$ cat src/rtl/mips_ctrl_pkg.sv
// Shared constants for the MIPS pipeline control logic: FSM encodings and flush length default.
package mips_ctrl_pkg;

    localparam logic [1:0] StRun      = 2'd0;
    localparam logic [1:0] StStepIdle = 2'd1;
    localparam logic [1:0] StStepAdv  = 2'd2;
    localparam logic [1:0] StHalted   = 2'd3;

    localparam int unsigned FlushCyclesDef = 2;
    localparam int unsigned FlushCntW      = 3;

endpackage

$ cat src/rtl/pipeline_hazard_ctrl_if.sv
// Decode/EX/WB status into the hazard controller and its pipeline control outputs.
interface pipeline_hazard_ctrl_if #(
    parameter int unsigned CNT_W = 32
);
    logic [4:0]       id_rs;
    logic [4:0]       id_rt;
    logic             id_uses_rt;
    logic             id_nop;
    logic             ex_memRead;
    logic [4:0]       ex_rt;
    logic             jump_taken;
    logic             wb_halt;
    logic             step_mode;
    logic             step_req;
    logic             stall;
    logic             flush;
    logic             ex_bubble;
    logic             pc_write;
    logic             halted;
    logic [CNT_W-1:0] cycle_count;

    modport master (
        output id_rs, id_rt, id_uses_rt, id_nop, ex_memRead, ex_rt,
               jump_taken, wb_halt, step_mode, step_req,
        input  stall, flush, ex_bubble, pc_write, halted, cycle_count
    );

    modport slave (
        input  id_rs, id_rt, id_uses_rt, id_nop, ex_memRead, ex_rt,
               jump_taken, wb_halt, step_mode, step_req,
        output stall, flush, ex_bubble, pc_write, halted, cycle_count
    );

endinterface

$ cat src/rtl/hazard_detect.sv
// Load-use hazard compare between the load in EX and the source registers of the decode slot.
module hazard_detect (
    input  logic [4:0] id_rs_i,
    input  logic [4:0] id_rt_i,
    input  logic       id_uses_rt_i,
    input  logic       id_nop_i,
    input  logic       ex_mem_read_i,
    input  logic [4:0] ex_rt_i,
    output logic       load_use_o
);

    logic rs_match;
    logic rt_match;

    always_comb begin
        rs_match   = (ex_rt_i == id_rs_i);
        rt_match   = id_uses_rt_i && (ex_rt_i == id_rt_i);
        // $zero never carries a real dependency.
        load_use_o = ex_mem_read_i && !id_nop_i && (ex_rt_i != 5'd0) && (rs_match || rt_match);
    end

endmodule

$ cat src/rtl/pipeline_hazard_ctrl.sv
// Pipeline sequencer around decode: load-use stalls, jump flushes, single-step and halt freeze.
module pipeline_hazard_ctrl
    import mips_ctrl_pkg::*;
#(
    parameter int unsigned FLUSH_CYCLES = FlushCyclesDef,
    parameter int unsigned CNT_W        = 32
) (
    input logic                  clock,
    input logic                  reset,
    pipeline_hazard_ctrl_if.slave bus
);

    localparam logic [FlushCntW-1:0] FlushLoad = FlushCntW'(FLUSH_CYCLES - 1);

    logic [1:0]           state_q, state_d;
    logic [FlushCntW-1:0] flush_cnt_q, flush_cnt_d;
    logic [CNT_W-1:0]     cycle_count_q, cycle_count_d;

    logic load_use;
    logic frozen;
    logic jump_eff;
    logic flush_act;

    hazard_detect u_hazard_detect (
        .id_rs_i       (bus.id_rs),
        .id_rt_i       (bus.id_rt),
        .id_uses_rt_i  (bus.id_uses_rt),
        .id_nop_i      (bus.id_nop),
        .ex_mem_read_i (bus.ex_memRead),
        .ex_rt_i       (bus.ex_rt),
        .load_use_o    (load_use)
    );

    always_comb begin
        frozen    = (state_q == StStepIdle) || (state_q == StHalted);
        // A retiring halt pre-empts a jump resolved in the same cycle.
        jump_eff  = !frozen && bus.jump_taken && !bus.wb_halt;
        flush_act = !frozen && (jump_eff || (flush_cnt_q != '0));

        flush_cnt_d = flush_cnt_q;
        if (jump_eff) begin
            flush_cnt_d = FlushLoad;
        end else if (!frozen && (flush_cnt_q != '0)) begin
            flush_cnt_d = flush_cnt_q - 1'b1;
        end

        cycle_count_d = cycle_count_q + {{(CNT_W-1){1'b0}}, !frozen};

        state_d = state_q;
        case (state_q)
            StRun: begin
                if (bus.wb_halt)        state_d = StHalted;
                else if (bus.step_mode) state_d = StStepIdle;
            end
            StStepIdle: begin
                if (bus.wb_halt)         state_d = StHalted;
                else if (bus.step_req)   state_d = StStepAdv;
                else if (!bus.step_mode) state_d = StRun;
            end
            StStepAdv: begin
                state_d = bus.wb_halt ? StHalted : StStepIdle;
            end
            default: state_d = StHalted;
        endcase
    end

    // Control outputs are forced low while reset is held.
    always_comb begin
        bus.flush       = reset && flush_act;
        bus.stall       = reset && (frozen || (!flush_act && load_use));
        bus.ex_bubble   = reset && !frozen && !flush_act && load_use;
        bus.pc_write    = reset && !frozen && (flush_act || !load_use);
        bus.halted      = (state_q == StHalted);
        bus.cycle_count = cycle_count_q;
    end

    always_ff @(posedge clock or negedge reset) begin
        if (!reset) begin
            state_q       <= StRun;
            flush_cnt_q   <= '0;
            cycle_count_q <= '0;
        end else begin
            state_q       <= state_d;
            flush_cnt_q   <= flush_cnt_d;
            cycle_count_q <= cycle_count_d;
        end
    end

endmodule
$ cat src/flat_wrapper.sv
// flat-port wrapper written by rule: the top's interface ports become plain ports
module pipeline_hazard_ctrl_flat import mips_ctrl_pkg::*;
#(
    parameter int unsigned FLUSH_CYCLES = FlushCyclesDef,
    parameter int unsigned CNT_W        = 32
)
  (clock, reset, bus_id_rs, bus_id_rt, bus_id_uses_rt, bus_id_nop, bus_ex_memRead, bus_ex_rt, bus_jump_taken, bus_wb_halt, bus_step_mode, bus_step_req, bus_stall, bus_flush, bus_ex_bubble, bus_pc_write, bus_halted, bus_cycle_count);
  pipeline_hazard_ctrl_if #(.CNT_W(CNT_W)) bus_i ();
  input logic clock;
  input logic reset;
  input wire logic [$bits(bus_i.id_rs)-1:0] bus_id_rs;
  input wire logic [$bits(bus_i.id_rt)-1:0] bus_id_rt;
  input wire logic [$bits(bus_i.id_uses_rt)-1:0] bus_id_uses_rt;
  input wire logic [$bits(bus_i.id_nop)-1:0] bus_id_nop;
  input wire logic [$bits(bus_i.ex_memRead)-1:0] bus_ex_memRead;
  input wire logic [$bits(bus_i.ex_rt)-1:0] bus_ex_rt;
  input wire logic [$bits(bus_i.jump_taken)-1:0] bus_jump_taken;
  input wire logic [$bits(bus_i.wb_halt)-1:0] bus_wb_halt;
  input wire logic [$bits(bus_i.step_mode)-1:0] bus_step_mode;
  input wire logic [$bits(bus_i.step_req)-1:0] bus_step_req;
  output wire logic [$bits(bus_i.stall)-1:0] bus_stall;
  output wire logic [$bits(bus_i.flush)-1:0] bus_flush;
  output wire logic [$bits(bus_i.ex_bubble)-1:0] bus_ex_bubble;
  output wire logic [$bits(bus_i.pc_write)-1:0] bus_pc_write;
  output wire logic [$bits(bus_i.halted)-1:0] bus_halted;
  output wire logic [$bits(bus_i.cycle_count)-1:0] bus_cycle_count;
  assign bus_i.id_rs = bus_id_rs;
  assign bus_i.id_rt = bus_id_rt;
  assign bus_i.id_uses_rt = bus_id_uses_rt;
  assign bus_i.id_nop = bus_id_nop;
  assign bus_i.ex_memRead = bus_ex_memRead;
  assign bus_i.ex_rt = bus_ex_rt;
  assign bus_i.jump_taken = bus_jump_taken;
  assign bus_i.wb_halt = bus_wb_halt;
  assign bus_i.step_mode = bus_step_mode;
  assign bus_i.step_req = bus_step_req;
  assign bus_stall = bus_i.stall;
  assign bus_flush = bus_i.flush;
  assign bus_ex_bubble = bus_i.ex_bubble;
  assign bus_pc_write = bus_i.pc_write;
  assign bus_halted = bus_i.halted;
  assign bus_cycle_count = bus_i.cycle_count;
  pipeline_hazard_ctrl #(.FLUSH_CYCLES(FLUSH_CYCLES), .CNT_W(CNT_W)) u_core (.clock(clock), .reset(reset), .bus(bus_i));
endmodule
$ cat config.mk
export PLATFORM = sky130hd
export DESIGN_NAME = pipeline_hazard_ctrl_flat
export DESIGN_NICKNAME = d
export VERILOG_FILES = /design/src/rtl/mips_ctrl_pkg.sv /design/src/rtl/pipeline_hazard_ctrl_if.sv /design/src/rtl/hazard_detect.sv /design/src/rtl/pipeline_hazard_ctrl.sv /design/src/flat_wrapper.sv
export SDC_FILE = /design/constraint.sdc
export NUM_CORES = 1
export LEC_CHECK = 0
export ABC_AREA = 1
export BUFFER_PORTS_ARGS = -buffer_cell sky130_fd_sc_hd__buf_4
export CORE_ASPECT_RATIO = 2
export CORE_MARGIN = 3
export CORE_UTILIZATION = 49
export CTS_BUF_LIST = sky130_fd_sc_hd__clkbuf_8
export DETAILED_ROUTE_END_ITERATION = 6
export PLACE_DENSITY = 0.77
export SKIP_LAST_GASP = 1
export SYNTH_ARGS = -nofsm -noshare
export SYNTH_HDL_FRONTEND = slang
export SYNTH_HIERARCHICAL = 1
export SYNTH_SLANG_ARGS = --single-unit
$ cat constraint.sdc
create_clock -name clock -period 1.52 [get_ports clock]
set_input_delay 0.152 -clock clock [delete_from_list [all_inputs] [get_ports clock]]
set_output_delay 0.152 -clock clock [all_outputs]
set_load 0.01 [all_outputs]
== Word level (Yosys, flattened, before mapping) ==
Cells that the tools add are included.
Storage, ports and cells
  register bits after elaboration: 37
Operators by class
  $add $sub $neg: 2
  equality and inequality tests: 7
  muxes and demuxes: 9
  reductions and logical operators: 30
Operators with widths (count)
  32-bit by 1-bit adder with 32-bit output: 1
  1-bit logical AND: 15
  2-bit two-way mux: 6
  5-bit == test: 2
  3-bit two-way mux: 2
  2-bit one-hot mux with 3 select lines: 1
  1-bit logical NOT: 5
  1-bit logical OR: 5
  5-bit nonzero test: 1
  2-bit == test, second input constant: 2
  4-bit inequality test, second input constant: 1
  3-bit inequality test, second input constant: 1
  3-bit nonzero test: 1
  3-bit by 1-bit subtractor with 3-bit output, second input constant: 1
  2-bit by 1-bit == test with 1-bit output, second input constant: 1
  2-bit logical NOT: 1
  2-bit AND reduction: 1
  2-bit nonzero test: 1

== Depth between registers and ports, before layout ==
Gate-level depths: netlist (run 1).
  word-level depth: 11
  mapped depth: 10
  gate-level depth less buffers: 10

== Cells and area by module ==
Netlist (run 1), hierarchy kept.
By module, submodules not included
  pipeline_hazard_ctrl: area each 2078.2 µm², cells each 273, times used 1
  hazard_detect: area each 215.2 µm², cells each 54, times used 1

== Worst setup path before layout (run 1) ==
OpenSTA, ideal clock, no wires.
  kind: register to register
  start: register u_core.state_q[0]
  end: register u_core.cycle_count_q[20] (netlist: u_core/bus.cycle_count[20])
  cell stages (with the launch flop): 11
  slack: -0.058 ns
  data arrival time: 1.461 ns
  required time: 1.403 ns
  library setup time: 0.117 ns
  clock period less this slack: 1.578 ns
  cell sequence: dfrtp_1 -> inv_1 -> ha_1 -> ha_1 -> nand2_1 -> nor2_2 -> nand2_2 -> nor2_2 -> nand2_1 -> nand2_1 -> nand2_1
On the way
  word-level cells in the longest chain between the ends: 4
RTL lines
  from (decl): line pipeline_hazard_ctrl.sv:15  | logic [1:0] state_q, state_d;
  from (signal assigned): line pipeline_hazard_ctrl.sv:79  | state_q <= StRun;
  from (signal assigned): line pipeline_hazard_ctrl.sv:83  | state_q <= state_d;
  2-bit by 1-bit == test with 1-bit output / 2-bit == test (equally long branches): line pipeline_hazard_ctrl.sv:35  | frozen = (state_q == StStepIdle) || (state_q == StHalted);
  1-bit logical OR *: line pipeline_hazard_ctrl.sv:35
  1-bit logical NOT *: line pipeline_hazard_ctrl.sv:47  | cycle_count_d = cycle_count_q + {{(CNT_W-1){1'b0}}, !frozen};
  32-bit by 1-bit adder with 32-bit output *: line pipeline_hazard_ctrl.sv:47
  named net u_core.cycle_count_d[20]: line pipeline_hazard_ctrl.sv:17  | logic [CNT_W-1:0] cycle_count_q, cycle_count_d;
  to (signal assigned): line pipeline_hazard_ctrl.sv:85  | cycle_count_q <= cycle_count_d;
  to (decl): line pipeline_hazard_ctrl.sv:17
The timed path passes the listed nets; every way through them passes the cells marked *.
A chain may end at the register's enable or synchronous reset.

== Worst setup path after layout (run 1) ==
  start: register u_core.flush_cnt_q[0]
  end: output bus_stall
On the way
  word-level cells in the longest chain between the ends: 7
RTL lines
  from (decl): line pipeline_hazard_ctrl.sv:16  | logic [FlushCntW-1:0] flush_cnt_q, flush_cnt_d;
  from (signal assigned): line pipeline_hazard_ctrl.sv:84  | flush_cnt_q <= flush_cnt_d;
  3-bit nonzero test: line pipeline_hazard_ctrl.sv:38  | flush_act = !frozen && (jump_eff || (flush_cnt_q != '0));
  1-bit logical OR: line pipeline_hazard_ctrl.sv:38
  1-bit logical AND: line pipeline_hazard_ctrl.sv:38
  1-bit logical NOT: line pipeline_hazard_ctrl.sv:70  | bus.stall = reset && (frozen || (!flush_act && load_use));
  1-bit logical AND: line pipeline_hazard_ctrl.sv:70
  1-bit logical OR: line pipeline_hazard_ctrl.sv:70
  1-bit logical AND: line pipeline_hazard_ctrl.sv:70
  to (decl): line flat_wrapper.sv:21  | output wire logic [$bits(bus_i.stall)-1:0] bus_stall;
No other way between the ends.

==> impl_metrics.env, run 1 <==
export IMPL_status="finished, violations left"
export IMPL_violations="setup timing"
export IMPL_async_flop_share_pct=100.0
export IMPL_wl_um=6133
export IMPL_report_final_hold_viol_count=0
export IMPL_port_buffers=60
export IMPL_drt_iter0_drc=75
export IMPL_grt_pass1_vias=2279
export IMPL_setup_viol=5
export IMPL_multiInputGateArea_um2=1310
export IMPL_ys_warn_count=6
export IMPL_antenna_found_initial=0
export IMPL_wl_per_cell_um=13.13
export IMPL_fill_cells=400
export IMPL_core_area_um2=4424
export IMPL_placed_cell_area_um2=2894
export IMPL_gr_total_overflow=0
export IMPL_htreeDepth=2
export IMPL_post_drt_via_cell_ratio=5.004
export IMPL_rsz0062_at_grt="true"
export IMPL_worst_slew_pin_slew_ns=0.4723
export IMPL_cp_max_fo=3
export IMPL_grt_max_degree=38
export IMPL_min_to="u_core/state_q[1]$_DFFE_PN0P_"
export IMPL_track_usage_pct=24.30
export IMPL_hold_path_depth=3
export IMPL_yosysMostFrequentCell="nand2_1"
export IMPL_num_io_pins=61
export IMPL_clk_pin_slew_ns=0.07
export IMPL_diodes=0
export IMPL_r2r_slack_ns=-0.19
export IMPL_hold_path_class="in2reg"
export IMPL_fin_area_um2=3166
export IMPL_fin_ws_ns=-0.2317
export IMPL_ant_nets=0
export IMPL_dpl_hpwl_um=4688
export IMPL_grt_pass1_wl_um=9922
export IMPL_skew_ns=0.003897
export IMPL_p_leak_nw=1.725
export IMPL_cts_root_buf="clkbuf_8"
export IMPL_final_seq_area_um2=925.9
export IMPL_initial_core_util_pct=51.84
export IMPL_cts_tree="yes"
export IMPL_max_freq_ghz=0.5709
export IMPL_period_needed_ns=1.752
export IMPL_synthTopCellsByArea="dfrtp_1 40%, nand2_1 21%, nor2_1 7.9%"
export IMPL_r2r_end="u_core/flush_cnt_q[0]$_DFFE_PN0P_"
export IMPL_syn_avg_cell_area_um2=7.014
export IMPL_yosys_top_cells_count="128 x nand2_1, 48 x nor2_1, 45 x inv_1"
export IMPL_drv_cap=0
export IMPL_timing_slew_headroom_pct=68.51
export IMPL_netlist_area_um2=2293
export IMPL_syn_to_final_growth_pct=38.03
export IMPL_yosys_area_top_type="dfrtp_1"
export IMPL_die_h_um=102.8
export IMPL_pre_cts_slack_ns=-0.008257
export IMPL_synth_edf_count=0
export IMPL_synth_fp_nets=355
export IMPL_synth_seq_cells=37
export IMPL_finalMaxSlewViolations=0
export IMPL_num_vias=2337
export IMPL_cp_arrival_ns=1.60
export IMPL_die_w_um=54.38
export IMPL_pwr_density_cell_nw_per_um2=656.5
export IMPL_dieArea_um2=5587
export IMPL_synth_cells=327
export IMPL_placedCellCount=447
export IMPL_cts_inserted_buffers=5
export IMPL_ys_types=20
export IMPL_startpoint_type="register"
export IMPL_finalNonFillerCells=467
export IMPL_drive_above_1_share_pct=29.54
export IMPL_hold_start="bus_step_req"
export IMPL_critical_path_required_ns=1.37
export IMPL_first_pass_iters=4
export IMPL_fin_crit_sh_pct=115.2
export IMPL_ir_worst_vdd_mv=0.5359
export IMPL_clkLatencyLatePin_ns=0.28
export IMPL_fp_row_count=34
export IMPL_synth_seq_area_share_pct=40.37
export IMPL_reg2reg_depth=12
export IMPL_yosysTopAreaCellShare_pct=40.37
export IMPL_synth_flop_cell="dfrtp_1"
export IMPL_fin_nets=441
export IMPL_crit_path_end_kind="output port"
export IMPL_gp_congestion=0.8644
export IMPL_clockBufferDepth=2
export IMPL_reg2reg_from="u_core/flush_cnt_q[0]$_DFFE_PN0P_"
export IMPL_drc=0
export IMPL_worstSetupPathType="reg2out"
export IMPL_cts_sinks=37
-- worst max-delay path by stage --
stage,startpoint,to,cells past startpoint
after CTS,u_core/flush_cnt_q[0]$_DFFE_PN0P_,bus_stall,8
after global routing,u_core/flush_cnt_q[0]$_DFFE_PN0P_,bus_stall,8
after floorplan,u_core/state_q[0]$_DFFE_PN0P_,u_core/bus.cycle_count[26]$_DFF_PN0_,10
after detailed placement,u_core/state_q[0]$_DFFE_PN0P_,u_core/bus.cycle_count[26]$_DFF_PN0_,10
final,u_core/flush_cnt_q[0]$_DFFE_PN0P_,bus_stall,8
after global placement,u_core/state_q[0]$_DFFE_PN0P_,u_core/bus.cycle_count[18]$_DFF_PN0_,10
-- registers in the layout, summed over array words and instances, names as in the netlist --
register,flops
u_core/bus.cycle_count,32
u_core/state_q,2
u_core/flush_cnt_q,3
-- layout by cell type, fill, tap and decap left out, types with 2 or more instances in the layout --
cell type	n
o21ai_0	2
a21oi_1	3
buf_6	2
xnor2_1	7
nand3_1	13
a21oi_2	2
ha_4	4
nand3_2	2
nand2_2	6
nor2_1	44
nor2_8	2
nor2_4	7
nand2_4	4
xor2_1	8
clkbuf_8	6
nand3b_1	7
inv_2	5
inv_1	42
dfrtp_1	37
buf_4	76
nor2_2	4
nand2_1	125
-- cell type report --
class                   count  area share [%]
clock inverters             1          0.1186
inverters                  46           5.455
clock buffers               6           2.609
repair buffers             79           19.05
well taps                  54           2.134
multi-input cells         244           41.38
flip-flops and latches     37           29.25
-- stage by stage --
stage / util (%) / power, mW / setup TNS [ns] / hold slack (ns)
floorplan: - / 1.146 / 0 / -0.1436
global placement: 65.41 / 1.261 / 0 / 0.2647
detailed placement: 65.41 / 1.266 / -0.01031 / 0.2647
CTS: 69.97 / 2.044 / -1.030 / 0.1032
global route: 71.55 / 2.197 / -1.839 / 0.1177
finish: 71.55 / 2.078 / -0.9642 / 0.1017
-- repair_timing --
| item | 4_1_cts | 5_1_grt |
|---|---|---|
| hold endpoints to repair | 37 | 0 |
| setup buffers | 10 | 3 |
| endpoints found under the setup margin | 6 | 17 |
| resized for setup | 7 | 16 |
| hold buffers | 1 | 0 |
| pin swaps | 3 | 13 |
-- critical path, cell delays in order, from the launching register on --
cell	delay (ns)
dfrtp_1	0.39
inv_2	0.09
ha_4	0.14
ha_4	0.13
nor2_4	0.04
a21oi_2	0.14
nand2_2	0.10
a21oi_2	0.14
buf_4	0.13
-- logic make-up (layout without fill, tap and decap cells) --
kind of cell | count (synthesis) | in the layout | share of synthesized area (%)
AOI/OAI and AO/OA | 7 | 7 | 1.527
xor gates and xnor gates | 16 | 16 | 6.438
adders and majority gates | 4 | 4 | 2.182
buffers and inverters | 46 | 132 | 7.528
DFF | 37 | 37 | 40.37
and+or+nand+nor | 217 | 217 | 41.95
-- report_power, final --
group / internal [mW] / switching [mW]
sequential: 1.02 / 0.0249
combinational: 0.199 / 0.152
clock: 0.353 / 0.333
total: 1.57 / 0.510
-- routing by layer --
layer / up-vias / wire length [um] / global-route usage (%)
li1: 1157 / - / -
met1: 1075 / 2047 / 24.03
met2: 82 / 3421 / 44.88
met3: 23 / 322 / 4.197
met4: 0 / 341 / 13.24
met5: - / 0 / 0
Power figures use the tool's default switching activity.
==> run 2, diff against run 1 <==
--- a/config.mk
+++ b/config.mk
@@ -6,7 +6,7 @@
 export NUM_CORES = 1
 export LEC_CHECK = 0
 export ABC_AREA = 1
-export BUFFER_PORTS_ARGS = -buffer_cell sky130_fd_sc_hd__buf_4
+export BUFFER_PORTS_ARGS = -buffer_cell sky130_fd_sc_hd__buf_2
 export CORE_ASPECT_RATIO = 2
 export CORE_MARGIN = 3
 export CORE_UTILIZATION = 49
==> impl_metrics.env, run 2 (synthesis gave the netlist of run 1 again) <==
export IMPL_status="finished, violations left"
export IMPL_violations="setup timing"
export IMPL_cp_arrival_ns=1.59
export IMPL_grt_pass1_wl_um=10120
export IMPL_final_common_cell="nand2_1"
export IMPL_gr_total_overflow=0
export IMPL_first_pass_iters=4
export IMPL_cts_root_buf="clkbuf_8"
export IMPL_wl_met3_um=318
export IMPL_worstSetupPathType="reg2out"
export IMPL_setup_viol=4
export IMPL_dpl_hpwl_um=4833
export IMPL_clk_pin_slew_ns=0.07
export IMPL_startpoint_type="register"
export IMPL_post_drt_via_cell_ratio=4.965
export IMPL_hold_path_class="in2reg"
export IMPL_die_w_um=54.38
export IMPL_port_buffers=60
export IMPL_internal_power_mw=1.429
export IMPL_diodes=0
export IMPL_worst_slew_pin_slew_ns=0.4850
export IMPL_ant_nets=0
export IMPL_cts_tree="yes"
export IMPL_period_needed_ns=1.746
export IMPL_die_h_um=102.8
export IMPL_layout_common_cells="126 x nand2_1, 59 x buf_2, 46 x nor2_1, 43 x inv_1, 37 x dfrtp_1"
export IMPL_timing_slew_headroom_pct=67.67
export IMPL_finalNonFillerCells=462
export IMPL_cts_inserted_buffers=5
export IMPL_fin_ws_ns=-0.2257
export IMPL_num_vias=2294
export IMPL_drv_cap=0
export IMPL_skew_ns=0.005230
export IMPL_finalMaxSlewViolations=0
export IMPL_final_util_pct=66.74
export IMPL_largest_reg_flops=32
export IMPL_antenna_found_initial=0
export IMPL_critical_path_slowest_cell="dfrtp_1"
export IMPL_switching_share_pct=26.14
export IMPL_clockBufferDepth=2
export IMPL_wl_met2_um=3548
export IMPL_ir_worst_vdd_mv=0.5085
export IMPL_critical_path_required_ns=1.37
export IMPL_slowest_delay_ns=0.39
export IMPL_fin_nets=435
export IMPL_top_layer_used="met4"
export IMPL_htreeDepth=2
export IMPL_drc=0
export IMPL_pwr_share_clk_pct=34.3
export IMPL_wl_um=6115
export IMPL_drt_met1_wl_um=2094
export IMPL_pwr_density_cell_nw_per_um2=655.1
export IMPL_placedCellCount=447
export IMPL_dieArea_um2=5587
export IMPL_cp_max_fo=3
export IMPL_cts_sinks=37
export IMPL_grt_pass1_vias=2362
export IMPL_track_usage_pct=24.86
export IMPL_fin_crit_sh_pct=114.8
export IMPL_comb_power_share_pct=11.9
export IMPL_num_io_pins=61
export IMPL_initial_core_util_pct=51.84
export IMPL_pwr_share_seq_pct=53.8
export IMPL_core_area_um2=4424
export IMPL_fp_row_count=34
export IMPL_clkLatencyLatePin_ns=0.29
export IMPL_worstPathCellList="inv_2 > ha_4 > ha_4 > nor2_4 > a21oi_2 > nand2_2 > a21oi_2 > buf_2"
export IMPL_wl_per_cell_um=13.24
export IMPL_p_leak_nw=1.690
export IMPL_grt_max_degree=38
export IMPL_gp_congestion=0.9064
export IMPL_max_freq_ghz=0.5728
export IMPL_switchingPower_mw=0.5056
export IMPL_report_final_hold_viol_count=0
export IMPL_drt_iter0_drc=52
export IMPL_syn_to_final_growth_pct=28.75
export IMPL_drive_above_1_share_pct=27.21
export IMPL_crit_path_end_kind="output port"
export IMPL_rsz0062_at_grt="true"
## run 2: changes by cell type in the layout (fill, tap and decap cells not counted), moves of 2 or more
cell,previous run,this run
nor2_1,44,46
clkinv_2,0,2
nand3_2,2,0
nand3_1,13,15
nand2_2,6,4
nor2_2,4,2
buf_4,76,12
buf_2,0,59
## run 2: routing by layer
metal	GRT usage [%]	vias up
met5	0	-
met4	9.981	0
met3	4.342	18
met2	47.28	76
met1	24.88	1058
li1	-	1142
## run 2: path summary, 6_finish.rpt
check | startpoint | endpoint | slack, ns | cells after the start
worst max-delay path | u_core/flush_cnt_q[0]$_DFFE_PN0P_ | bus_stall | -0.23 | 8
max in group asynchronous | reset | u_core/bus.cycle_count[25]$_DFF_PN0_ | 0.65 | 3
min in group asynchronous | reset | u_core/flush_cnt_q[2]$_DFFE_PN0P_ | 0.53 | 3
worst min register to register | u_core/bus.cycle_count[31]$_DFF_PN0_ | u_core/bus.cycle_count[31]$_DFF_PN0_ | 0.50 | 2
worst min-delay path | bus_step_req | u_core/state_q[1]$_DFFE_PN0P_ | 0.1 | 3
worst max register to register | u_core/state_q[0]$_DFFE_PN0P_ | u_core/bus.cycle_count[18]$_DFF_PN0_ | 0 | 10
## run 2: repair_timing
| action | in CTS | in global routing |
|---|---|---|
| hold buffers | 1 | 0 |
| pin swaps | 1 | 11 |
| hold endpoints to repair | 37 | 0 |
| setup buffers | 1 | 5 |
| endpoints found under the setup margin | 6 | 16 |
| resized for setup | 8 | 10 |
## run 2: critical path: cells and delay by family, from the launching register on
| family | cells | cell delay (ns) |
|---|---|---|
| flops | 1 | 0.39 |
| fa+ha+maj | 2 | 0.29 |
| compound gates | 2 | 0.28 |
| buf+inv | 2 | 0.22 |
| simple gates | 2 | 0.14 |
## run 2: power groups by stage
stage,Clock (mW),Combinational [mW],Sequential [mW]
global route,0.725,0.271,1.04
global placement,0,0.182,1.06
CTS,0.677,0.214,1.04
finish,0.664,0.229,1.04
detailed placement,0,0.188,1.06
floorplan,0,0.0842,1.06
## run 2: final cells by class
class | instances | area [um2]
fillers | 402 | 1471
multi-input cells | 244 | 1297
flip-flops and latches | 37 | 925.9
repair buffers | 73 | 406.6
inverters | 46 | 172.7
clock buffers | 5 | 68.82
well taps | 54 | 67.56
clock inverters | 3 | 13.76
## run 2: metrics by stage
stage | setup slack [ns] | cell area, um2 | setup TNS [ns] | power, mW | hold slack, ns
floorplan | 0.009107 | 2331 | 0 | 1.146 | -0.1436
global placement | 0.05662 | 2744 | 0 | 1.238 | 0.2713
detailed placement | -0.01345 | 2744 | -0.01345 | 1.247 | 0.2741
CTS | -0.2580 | 2882 | -0.8820 | 1.930 | 0.09816
global route | -0.3011 | 2953 | -1.499 | 2.040 | 0.1112
finish | -0.2257 | 2953 | -0.7717 | 1.934 | 0.09703
